**config.mk**
```make
export PLATFORM = sky130hd
export DESIGN_NAME = bcd_adder_df
export DESIGN_NICKNAME = d
export VERILOG_FILES = /design/src/rtl/bcd_pkg.sv /design/src/rtl/bcd_digit_add_comb.sv /design/src/rtl/bcd_adder_df.sv
export SDC_FILE = /design/constraint.sdc
export NUM_CORES = 1
export LEC_CHECK = 0
export ABC_AREA = 1
export CAP_MARGIN = 10
export CORE_AREA = 2 2 39 41
export DETAILED_ROUTE_END_ITERATION = 16
export DIE_AREA = 0 0 41 43
export PLACE_DENSITY_LB_ADDON = 0.08
export SYNTH_ARGS = -nofsm -noshare
export SYNTH_HDL_FRONTEND = slang
export SYNTH_SLANG_ARGS = --single-unit
export TNS_END_PERCENT = 20
```
**constraint.sdc**
```tcl
create_clock -name clk -period 8.41 [get_ports clk]
set_input_delay 2.523 -clock clk [delete_from_list [all_inputs] [get_ports clk]]
set_output_delay 2.523 -clock clk [all_outputs]
set_load 0.01 [all_outputs]
```
**src/rtl/bcd_pkg.sv**
```systemverilog
// Shared widths, limits and digit type for the single-digit BCD adder.
package bcd_pkg;

    localparam int BCD_W = 4;

    typedef logic [BCD_W-1:0] bcd_digit_t;

    localparam bcd_digit_t BCD_MAX  = 4'd9;
    localparam bcd_digit_t BCD_CORR = 4'd6;

endpackage

```
**src/rtl/bcd_digit_add_comb.sv**
```systemverilog
// Combinational digit adder: ripple full-adder chain, decimal-carry detect and +6 fix-up.
module bcd_digit_add_comb
    import bcd_pkg::*;
(
    input  logic [BCD_W-1:0] a,
    input  logic [BCD_W-1:0] b,
    input  logic             cin,
    output logic [BCD_W-1:0] raw_lo,
    output logic             corr,
    output logic [BCD_W-1:0] digit
);

    logic [BCD_W:0]   carry;
    logic [BCD_W-1:0] s;

    assign carry[0] = cin;

    for (genvar i = 0; i < BCD_W; i++) begin : g_fa
        assign s[i]       = a[i] ^ b[i] ^ carry[i];
        assign carry[i+1] = (a[i] & b[i]) | (carry[i] & (a[i] ^ b[i]));
    end

    assign raw_lo = s;

    // True exactly when the 5-bit raw sum exceeds 9.
    assign corr   = carry[BCD_W] | (s[3] & (s[2] | s[1]));
    assign digit  = corr ? (s + BCD_CORR) : s;

endmodule

```
**src/rtl/bcd_adder_df.sv**
```systemverilog
// Registered single-digit BCD adder; results appear one clock after an accepted input.
module bcd_adder_df
    import bcd_pkg::*;
(
    input  logic             clk,
    input  logic             rst,
    input  logic             in_valid,
    input  logic [BCD_W-1:0] a,
    input  logic [BCD_W-1:0] b,
    input  logic             cin,
    output logic             out_valid,
    output logic [BCD_W-1:0] sum,
    output logic [BCD_W-1:0] bcd_sum,
    output logic             cout,
    output logic             err
);

    logic [BCD_W-1:0] raw_lo_c;
    logic [BCD_W-1:0] digit_c;
    logic             corr_c;
    logic             err_c;

    bcd_digit_add_comb u_add (
        .a      (a),
        .b      (b),
        .cin    (cin),
        .raw_lo (raw_lo_c),
        .corr   (corr_c),
        .digit  (digit_c)
    );

    // Illegal digits are flagged but the arithmetic is left untouched.
    assign err_c = (a > BCD_MAX) | (b > BCD_MAX);

    always_ff @(posedge clk) begin
        if (rst) begin
            out_valid <= 1'b0;
            sum       <= '0;
            bcd_sum   <= '0;
            cout      <= 1'b0;
            err       <= 1'b0;
        end else begin
            out_valid <= in_valid;
            if (in_valid) begin
                sum     <= raw_lo_c;
                bcd_sum <= digit_c;
                cout    <= corr_c;
                err     <= err_c;
            end
        end
    end

endmodule

```
# Yosys cells after proc, flatten, opt, wreduce, memory -nomap -nowiden
# Cells that the tools add are included.
[op_classes]
magnitude_cmp = 2
addsub = 1
n_bitwise = 24
n_mux = 1
[ops]
columns = ["op", "n"]
rows = [
  ["$and A1 B1 Y1", 9],
  ["$gt A4 B4 Y1 const B", 2],
  ["$xor A1 B1 Y1", 8],
  ["$or A1 B1 Y1", 7],
  ["$add A4 B3 Y4 const B", 1],
  ["$mux W4", 1],
]
[totals]
regBits = 11
out_inout_bits = 11

# Depth between registers and ports, before layout
# Gate-level depths: netlist of the first run.
[depth]
ltp_word = 11
ltp_mapped = 15

# Modules after synthesis
# From an unflattened synthesis of the first run, not the netlist that was laid out.
[hier_totals]
hier_cells = 84
hier_area_um2 = 646.9
[by_module_without_submodules]
columns = ["module", "seq_area_each_um2", "area_each_um2", "instances", "cells_each"]
rows = [
  ["bcd_adder_df", 220.2, 420.4, 1, 49],
  ["bcd_digit_add_comb", 0.0, 226.5, 1, 35],
]

# Worst setup path before layout of the first run
# OpenSTA, ideal clock, no wires.
[synth_path]
path_type = "input to register"
start = "input port a[0]"
end = "register bcd_sum[2]"
path_stages = 12
arrival_time_ps = 4411
path_slack_ps = 3869
path_buffers = 0
path_cell_list = "inv_1 -> fa_1 -> fa_1 -> inv_1 -> fa_1 -> fa_1 -> nand2_1 -> nand2_2 -> nand2_2 -> nand2_1 -> nand2_1 -> a21oi_2"
[synth_via]
elab_chain_len = 11
elab_cells_between_ends = 19
[synth_rtl]
columns = ["element", "line_no", "source"]
rows = [
  ["from (decl)", "bcd_adder_df.sv:8", "input logic [BCD_W-1:0] a,"],
  ["$xor A1 B1 Y1", "bcd_digit_add_comb.sv:20", "assign carry[i+1] = (a[i] & b[i]) | (carry[i] & (a[i] ^ b[i]));"],
  ["$and A1 B1 Y1", "bcd_digit_add_comb.sv:20", ""],
  ["$or A1 B1 Y1 *", "bcd_digit_add_comb.sv:20", ""],
  ["$and A1 B1 Y1 *", "bcd_digit_add_comb.sv:20", ""],
  ["$or A1 B1 Y1 *", "bcd_digit_add_comb.sv:20", ""],
  ["$and A1 B1 Y1 *", "bcd_digit_add_comb.sv:20", ""],
  ["$or A1 B1 Y1 *", "bcd_digit_add_comb.sv:20", ""],
  ["$xor A1 B1 Y1 *", "bcd_digit_add_comb.sv:19", "assign s[i] = a[i] ^ b[i] ^ carry[i];"],
  ["net raw_lo_c[3]", "bcd_adder_df.sv:18", "logic [BCD_W-1:0] raw_lo_c;"],
  ["$and A1 B1 Y1 *", "bcd_digit_add_comb.sv:26", "assign corr = carry[BCD_W] | (s[3] & (s[2] | s[1]));"],
  ["$or A1 B1 Y1 *", "bcd_digit_add_comb.sv:26", ""],
  ["$mux W4 *", "bcd_digit_add_comb.sv:27", "assign digit = corr ? (s + BCD_CORR) : s;"],
  ["to (signal assigned)", "bcd_adder_df.sv:46", "bcd_sum <= digit_c;"],
  ["to (decl)", "bcd_adder_df.sv:13", "output logic [BCD_W-1:0] bcd_sum,"],
]
# The timed path passes the listed nets; every way through them passes the cells marked *.
# A chain may end at the register's enable or synchronous reset.

# Worst setup path in the final report of the first run
[layout_path]
start = "input port a[0]"
end = "register bcd_sum[3]"
[layout_via]
elab_cells_between_ends = 19
[layout_lines]
columns = ["element", "line_no"]
rows = [
  ["$xor A1 B1 Y1", "bcd_digit_add_comb.sv:20"],
  ["$and A1 B1 Y1", "bcd_digit_add_comb.sv:20"],
  ["$or A1 B1 Y1 *", "bcd_digit_add_comb.sv:20"],
  ["$and A1 B1 Y1 *", "bcd_digit_add_comb.sv:20"],
  ["$or A1 B1 Y1 *", "bcd_digit_add_comb.sv:20"],
  ["$xor A1 B1 Y1 *", "bcd_digit_add_comb.sv:19"],
  ["net raw_lo_c[2]", "bcd_adder_df.sv:18"],
  ["branches (longest 3 deep; another with $add A4 B3 Y4)", "n/a"],
  ["$mux W4 *", "bcd_digit_add_comb.sv:27"],
]
# Mark *: on every way through the listed nets, which the timed path passes.

==> impl_metrics.py, run 1 <==
metrics = {
    "finish": {
        "antenna_cells": 0,
        "area_delta_synth_final_pct": 44.8,
        "num-fill-cells": 136,
        "fin_nets": 116,
        "drive_above_1_share": 0.0722,
        "final_cell_mix": "22 x clkdlybuf4s50_1, 17 x nand2_1, 15 x inv_1",
        "final_common_cell": "clkdlybuf4s50_1",
    },
    "grt": {
        "antenna_found_initial": 0,
        "grt_pass1_wl_mm": 1.94,
        "grt_max_degree": 15,
        "grt_usage": 0.164,
        "gr-total-overflow": 0,
        "grt_pass1_vias": 486,
    },
    "setup_path": {
        "worstPathCellList": "clkdlybuf4s50_1 > inv_1 > fa_1 > fa_1 > inv_1 > fa_1 > inv_1 > ha_1 > inv_1 > nand2_1 > nand2_2 > inv_1 > nand2_1 > nand3_1 > nand2_1 > inv_1",
        "crit_family": "adder cells",
        "criticalPathCategory": "in -> reg",
        "cp.required_ps": 8620,
        "cpPeakStageDelay_ps": 450,
        "crit_buf_inv": 7,
        "cpMostUsedCell": "inv_1",
        "path_max_fanout": 5,
        "endpoint_kind": "flop",
        "critPathArrivalTime_ps": 5060,
        "crit_slowest_cell": "clkdlybuf4s50_1",
        "start_kind": "input pin",
    },
    "timing": {
        "report.final.slew_viol_count": 0,
        "tightest_slew_ps": 504,
        "rsz0062_at_grt": "no",
        "hold_viol": 0,
        "setup_viol": 0,
        "setup_tns_ps": 0,
        "finalCritPeriodShare": 0.576,
        "max_freq_ghz": 0.206,
        "skew_ps": 0,
        "whs_ps": 462,
        "relSlewSlack": 0.663,
        "period_minus_slack_ps": 4850,
        "finalWorstSetupSlack_ps": 3560,
    },
    "clock_network": {
        "worstSkewPairLatency_ps": 260,
        "clkTransAtPathRegs_ps": 60,
        "cts_tree": "yes",
        "cts.sinks": 10,
        "cts_resized": 0,
        "numCtsBuffers": 3,
        "clockBufferDepth": 2,
        "htreeDepth": 1,
        "root_buffer": "clkbuf_4",
        "cts_hold_buf": 0,
        "postCtsSetupRepairBufs": 0,
    },
    "logic_synthesis": {
        "synth-seq-cells": 10,
        "postSynthCellCount": 74,
        "seq_area_frac_synth": 0.353,
        "syn_area_sq_um": 567,
        "synth_warnings": 0,
        "syn_nets": 92,
        "synth_cell_type_count": 16,
        "post_synth.cell_area_avg_sq_um": 7.66,
    },
    "power": {
        "power_mw": 0.146,
        "powerDensity_mw_per_mm2": 178,
        "irDropWorstVdd_v": 0.000108,
        "leakagePower_nw": 0.395,
    },
    "floorplan": {
        "die_h_um": 43,
        "num_rows": 14,
        "die_x_um": 41,
        "coreArea_sq_mm": 0.00138,
        "die_area_sq_mm": 0.00176,
        "io_pins": 23,
        "start_util": 0.410,
    },
    "detailed_routing": {
        "viasPerCell": 4.47,
        "drtPass1Iterations": 4,
        "ant_nets": 0,
        "drc": 0,
        "vias": 505,
        "wl_per_cell_um": 9.26,
        "wirelength_mm": 1.05,
        "drt-initial-drc-count": 3,
    },
    "placed_design": {
        "dp_slack_ps": 3280,
        "gp_congestion": 0.758,
        "port_buffers": 22,
        "dp.final_hpwl_um": 821,
    },
    "flow_run": {
        "max-cap-violations": 0,
    },
    "hold_path": {
        "hold_class": "reg -> reg",
    },
    "run_status": {
        "status": "finished clean",
    },
}
-- registers in the layout, indices dropped and copies added, names as in the netlist --
signal and count:
bcd_sum 3, out_valid 1, err 1, sum 4, cout 1
-- power by group --
part | total [mW] | internal [mW] | switching, mW
Sequential | 0.0548 | 0.0525 | 0.00239
Clock | 0.0430 | 0.0263 | 0.0167
Combinational | 0.0480 | 0.0251 | 0.0229
Total | 0.146 | 0.104 | 0.0420
-- path summary, 6_finish.rpt --
kind	startpoint	to	slack, ps	cells after the start
max	a[0]	bcd_sum[3]$_SDFFE_PP0P_	3560	16
min	sum[2]$_SDFFE_PP0P_	sum[2]$_SDFFE_PP0P_	460	2
min reg2reg	sum[2]$_SDFFE_PP0P_	sum[2]$_SDFFE_PP0P_	460	2
max reg2reg	bcd_sum[1]$_SDFFE_PP0P_	bcd_sum[1]$_SDFFE_PP0P_	7760	4
-- cell families (layout without fill, tap and decap cells) --
group / after synthesis / after routing / synth area share
AOI/OAI and AO/OA: 8 / 8 / 0.0861
xor gates and xnor gates: 1 / 1 / 0.0155
adders and majority gates: 6 / 6 / 0.185
buffers and inverters: 18 / 41 / 0.139
DFF: 10 / 10 / 0.353
and+or+nand+nor: 31 / 31 / 0.221
-- layout make-up --
type	instances	area [sq um]	share of cell area
multi-input cells	46	288	0.351
repair buffers	22	220	0.268
flip-flops and latches	10	200	0.244
inverters	15	56.3	0.0686
clock buffers	4	36.3	0.0442
well taps	16	20.0	0.0244
-- cells in the mapped netlist --
| cell | n | area share |
|---|---|---|
| nand2_1 | 17 | 0.11 |
| inv_1 | 15 | 0.099 |
| dfxtp_1 | 10 | 0.35 |
| nor2_1 | 9 | 0.060 |
| fa_1 | 4 | 0.14 |
| a21oi_1 | 3 | 0.026 |
| nand3_1 | 3 | 0.026 |
| a211oi_1 | 2 | 0.026 |
| ha_1 | 2 | 0.044 |
| nand2_2 | 2 | 0.022 |
| o21ai_0 | 2 | 0.018 |
| a21oi_2 | 1 | 0.015 |
| buf_4 | 1 | 0.013 |
| buf_6 | 1 | 0.020 |
| clkbuf_1 | 1 | 0.0066 |
| xnor2_1 | 1 | 0.015 |
-- layer usage --
metal  global-route usage  up-vias  share of wire
met2                0.234       15           0.47
li1                     -      264              -
met4               0.0600        0         0.0067
met3               0.0942        3          0.075
met1                0.197      223           0.45
met5                    0        -              0
-- worst min-delay path, stage by stage, from the launching register on --
cell,delay (ps)
dfxtp_1,300
nand2_1,60
a21oi_1,50
-- metrics by stage --
step | cells | utilization | instance area (sq um)
global placement | 109 | 0.567 | 785
detailed placement | 109 | 0.567 | 785
floorplan | 74 | - | 567
CTS | 113 | 0.593 | 821
global route | 113 | 0.593 | 821
finish | 113 | 0.593 | 821
Power figures use the tool's default switching activity.
==> run 2: changes to the inputs <==
--- a/config.mk
+++ b/config.mk
@@ -7,9 +7,9 @@
 export LEC_CHECK = 0
 export ABC_AREA = 1
 export CAP_MARGIN = 10
-export CORE_AREA = 2 2 39 41
+export CORE_MARGIN = 2
+export CORE_UTILIZATION = 37
 export DETAILED_ROUTE_END_ITERATION = 16
-export DIE_AREA = 0 0 41 43
 export PLACE_DENSITY_LB_ADDON = 0.08
 export SYNTH_ARGS = -nofsm -noshare
 export SYNTH_HDL_FRONTEND = slang
==> constraint.sdc (replaced) <==
create_clock -name clk -period 4.35 [get_ports clk]
set_input_delay 1.305 -clock clk [delete_from_list [all_inputs] [get_ports clk]]
set_output_delay 1.305 -clock clk [all_outputs]
set_load 0.01 [all_outputs]
==> run 2 against run 1 <==
Against the previous run: power rose by 96%; sequential power rose by 93%; combinational power rose by 93%; sequential share of layout area did not move; global-route usage fell by 2.1 points.
==> impl_metrics.py, run 2 (synthesis gave the netlist of run 1 again) <==
metrics = {
    "clock_network": {
        "numCtsBuffers": 3,
        "cts_resized": 0,
        "postCtsSetupRepairBufs": 0,
        "worstSkewPairLatency_ps": 270,
        "htreeDepth": 1,
        "cts.sinks": 10,
        "clockBufferDepth": 2,
        "root_buffer": "clkbuf_4",
        "cts_hold_buf": 0,
        "cts_tree": "yes",
        "clkTransAtPathRegs_ps": 70,
    },
    "detailed_routing": {
        "viasPerCell": 4.40,
        "drtPass1Iterations": 4,
        "drt-initial-drc-count": 18,
        "vias": 497,
        "wl_per_cell_um": 9.69,
        "drc": 0,
        "ant_nets": 0,
        "wirelength_mm": 1.10,
    },
    "timing": {
        "report.final.slew_viol_count": 0,
        "finalCritPeriodShare": 0.833,
        "finalWorstSetupSlack_ps": 726,
        "whs_ps": 466,
        "period_minus_slack_ps": 3620,
        "relSlewSlack": 0.686,
        "max_freq_ghz": 0.276,
        "hold_viol": 0,
        "skew_ps": 0,
        "rsz0062_at_grt": "no",
        "setup_tns_ps": 0,
        "setup_viol": 0,
        "tightest_slew_ps": 469,
    },
    "finish": {
        "drive_above_1_share": 0.0722,
        "fin_nets": 116,
        "largest_reg_flops": 4,
        "final_common_cell": "clkdlybuf4s50_1",
        "area_delta_synth_final_pct": 44.8,
        "final_cells": 113,
        "top_regs": "sum: 4 flops, bcd_sum: 3 flops",
        "regMostFlops": "sum",
        "utilization": 0.558,
        "final_cell_mix": "22 x clkdlybuf4s50_1, 17 x nand2_1, 15 x inv_1",
        "antenna_cells": 0,
    },
    "placed_design": {
        "gp_congestion": 0.749,
        "dp_slack_ps": 415,
        "dp.final_hpwl_um": 860,
        "dp_cells": 109,
        "port_buffers": 22,
    },
    "setup_path": {
        "cpMostUsedCell": "fa_1",
        "cp.required_ps": 4500,
        "path_max_fanout": 5,
        "criticalPathCategory": "in -> reg",
        "crit_slowest_cell": "fa_1",
        "cpPeakStageDelay_ps": 480,
        "start_kind": "input pin",
        "critPathArrivalTime_ps": 3780,
        "endpoint_kind": "flop",
        "crit_family": "adder cells",
        "worstPathCellList": "clkdlybuf4s50_1 > inv_1 > fa_1 > fa_1 > inv_1 > fa_1 > fa_1 > nand2_1 > nand2_2 > nand2_2 > nand2_1 > nand2_1 > a21oi_2",
        "crit_buf_inv": 3,
    },
    "floorplan": {
        "die_area_sq_mm": 0.00186,
        "num_rows": 14,
        "die_x_um": 43.1,
        "start_util": 0.385,
        "die_h_um": 43.1,
        "coreArea_sq_mm": 0.00147,
        "io_pins": 23,
    },
    "power": {
        "p_int_mw": 0.201,
        "leakagePower_nw": 0.395,
        "switching_share": 0.299,
        "powerDensity_mw_per_mm2": 349,
        "switchingPower_mw": 0.0858,
        "power_frac_clock": 0.306,
        "power_frac_comb": 0.324,
        "irDropWorstVdd_v": 0.000192,
        "p_seq_frac": 0.371,
    },
    "grt": {
        "grt_usage": 0.142,
        "antenna_found_initial": 0,
        "grt_pass1_wl_mm": 1.93,
        "grt_max_degree": 15,
        "grt_pass1_vias": 462,
        "gr-total-overflow": 0,
    },
    "run_status": {
        "status": "finished clean",
    },
    "flow_run": {
        "max-cap-violations": 0,
    },
    "hold_path": {
        "hold_class": "reg -> reg",
    },
}
==> run 2: cell counts in the layout (fill, tap and decap cells not counted) <==
Identical to the previous run, type by type.
==> run 2: through the flow <==
stage	instance area, sq um	power (mW)
after detailed placement	785	0.202
after floorplan	567	0.163
final	821	0.286
after CTS	821	0.291
after global placement	785	0.201
after global routing	821	0.304
==> run 2: per-layer routing <==
| metal | global-route usage | up-vias | share of wire |
|---|---|---|---|
| met5 | 0 | - | 0 |
| met4 | 0.0909 | 0 | 0.017 |
| met3 | 0.0340 | 2 | 0.060 |
| met2 | 0.230 | 14 | 0.47 |
| met1 | 0.166 | 214 | 0.46 |
| li1 | - | 267 | - |
==> run 2: layout make-up <==
type / instances / area (sq um)
multi-input cells: 46 / 288
fillers: 145 / 651
repair buffers: 22 / 220
flip-flops and latches: 10 / 200
clock buffers: 4 / 36.3
inverters: 15 / 56.3
well taps: 16 / 20.0
==> run 2: worst reg2reg max path, stage by stage, from the launching register on <==
cell     delay (ps)
dfxtp_1         310
nor2_1           80
nor2_1           50
nand2_1          80
inv_1            40
==> run 2: final timing paths <==
check / startpoint / end / slack (ps) / cells past startpoint
setup / recovery: a[0] / bcd_sum[2]$_SDFFE_PP0P_ / 730 / 13
hold / removal: sum[3]$_SDFFE_PP0P_ / sum[3]$_SDFFE_PP0P_ / 470 / 2
setup reg to reg: err$_SDFFE_PP0P_ / err$_SDFFE_PP0P_ / 3700 / 4
hold reg to reg: sum[3]$_SDFFE_PP0P_ / sum[3]$_SDFFE_PP0P_ / 470 / 2
==> run 2: power groups by stage <==
stage | Clock [mW] | Combinational, mW | Sequential, mW
after global routing | 0.0915 | 0.105 | 0.107
after detailed placement | 0 | 0.0939 | 0.108
after CTS | 0.0899 | 0.0944 | 0.106
after global placement | 0 | 0.0928 | 0.108
final | 0.0876 | 0.0927 | 0.106
after floorplan | 0 | 0.0505 | 0.113
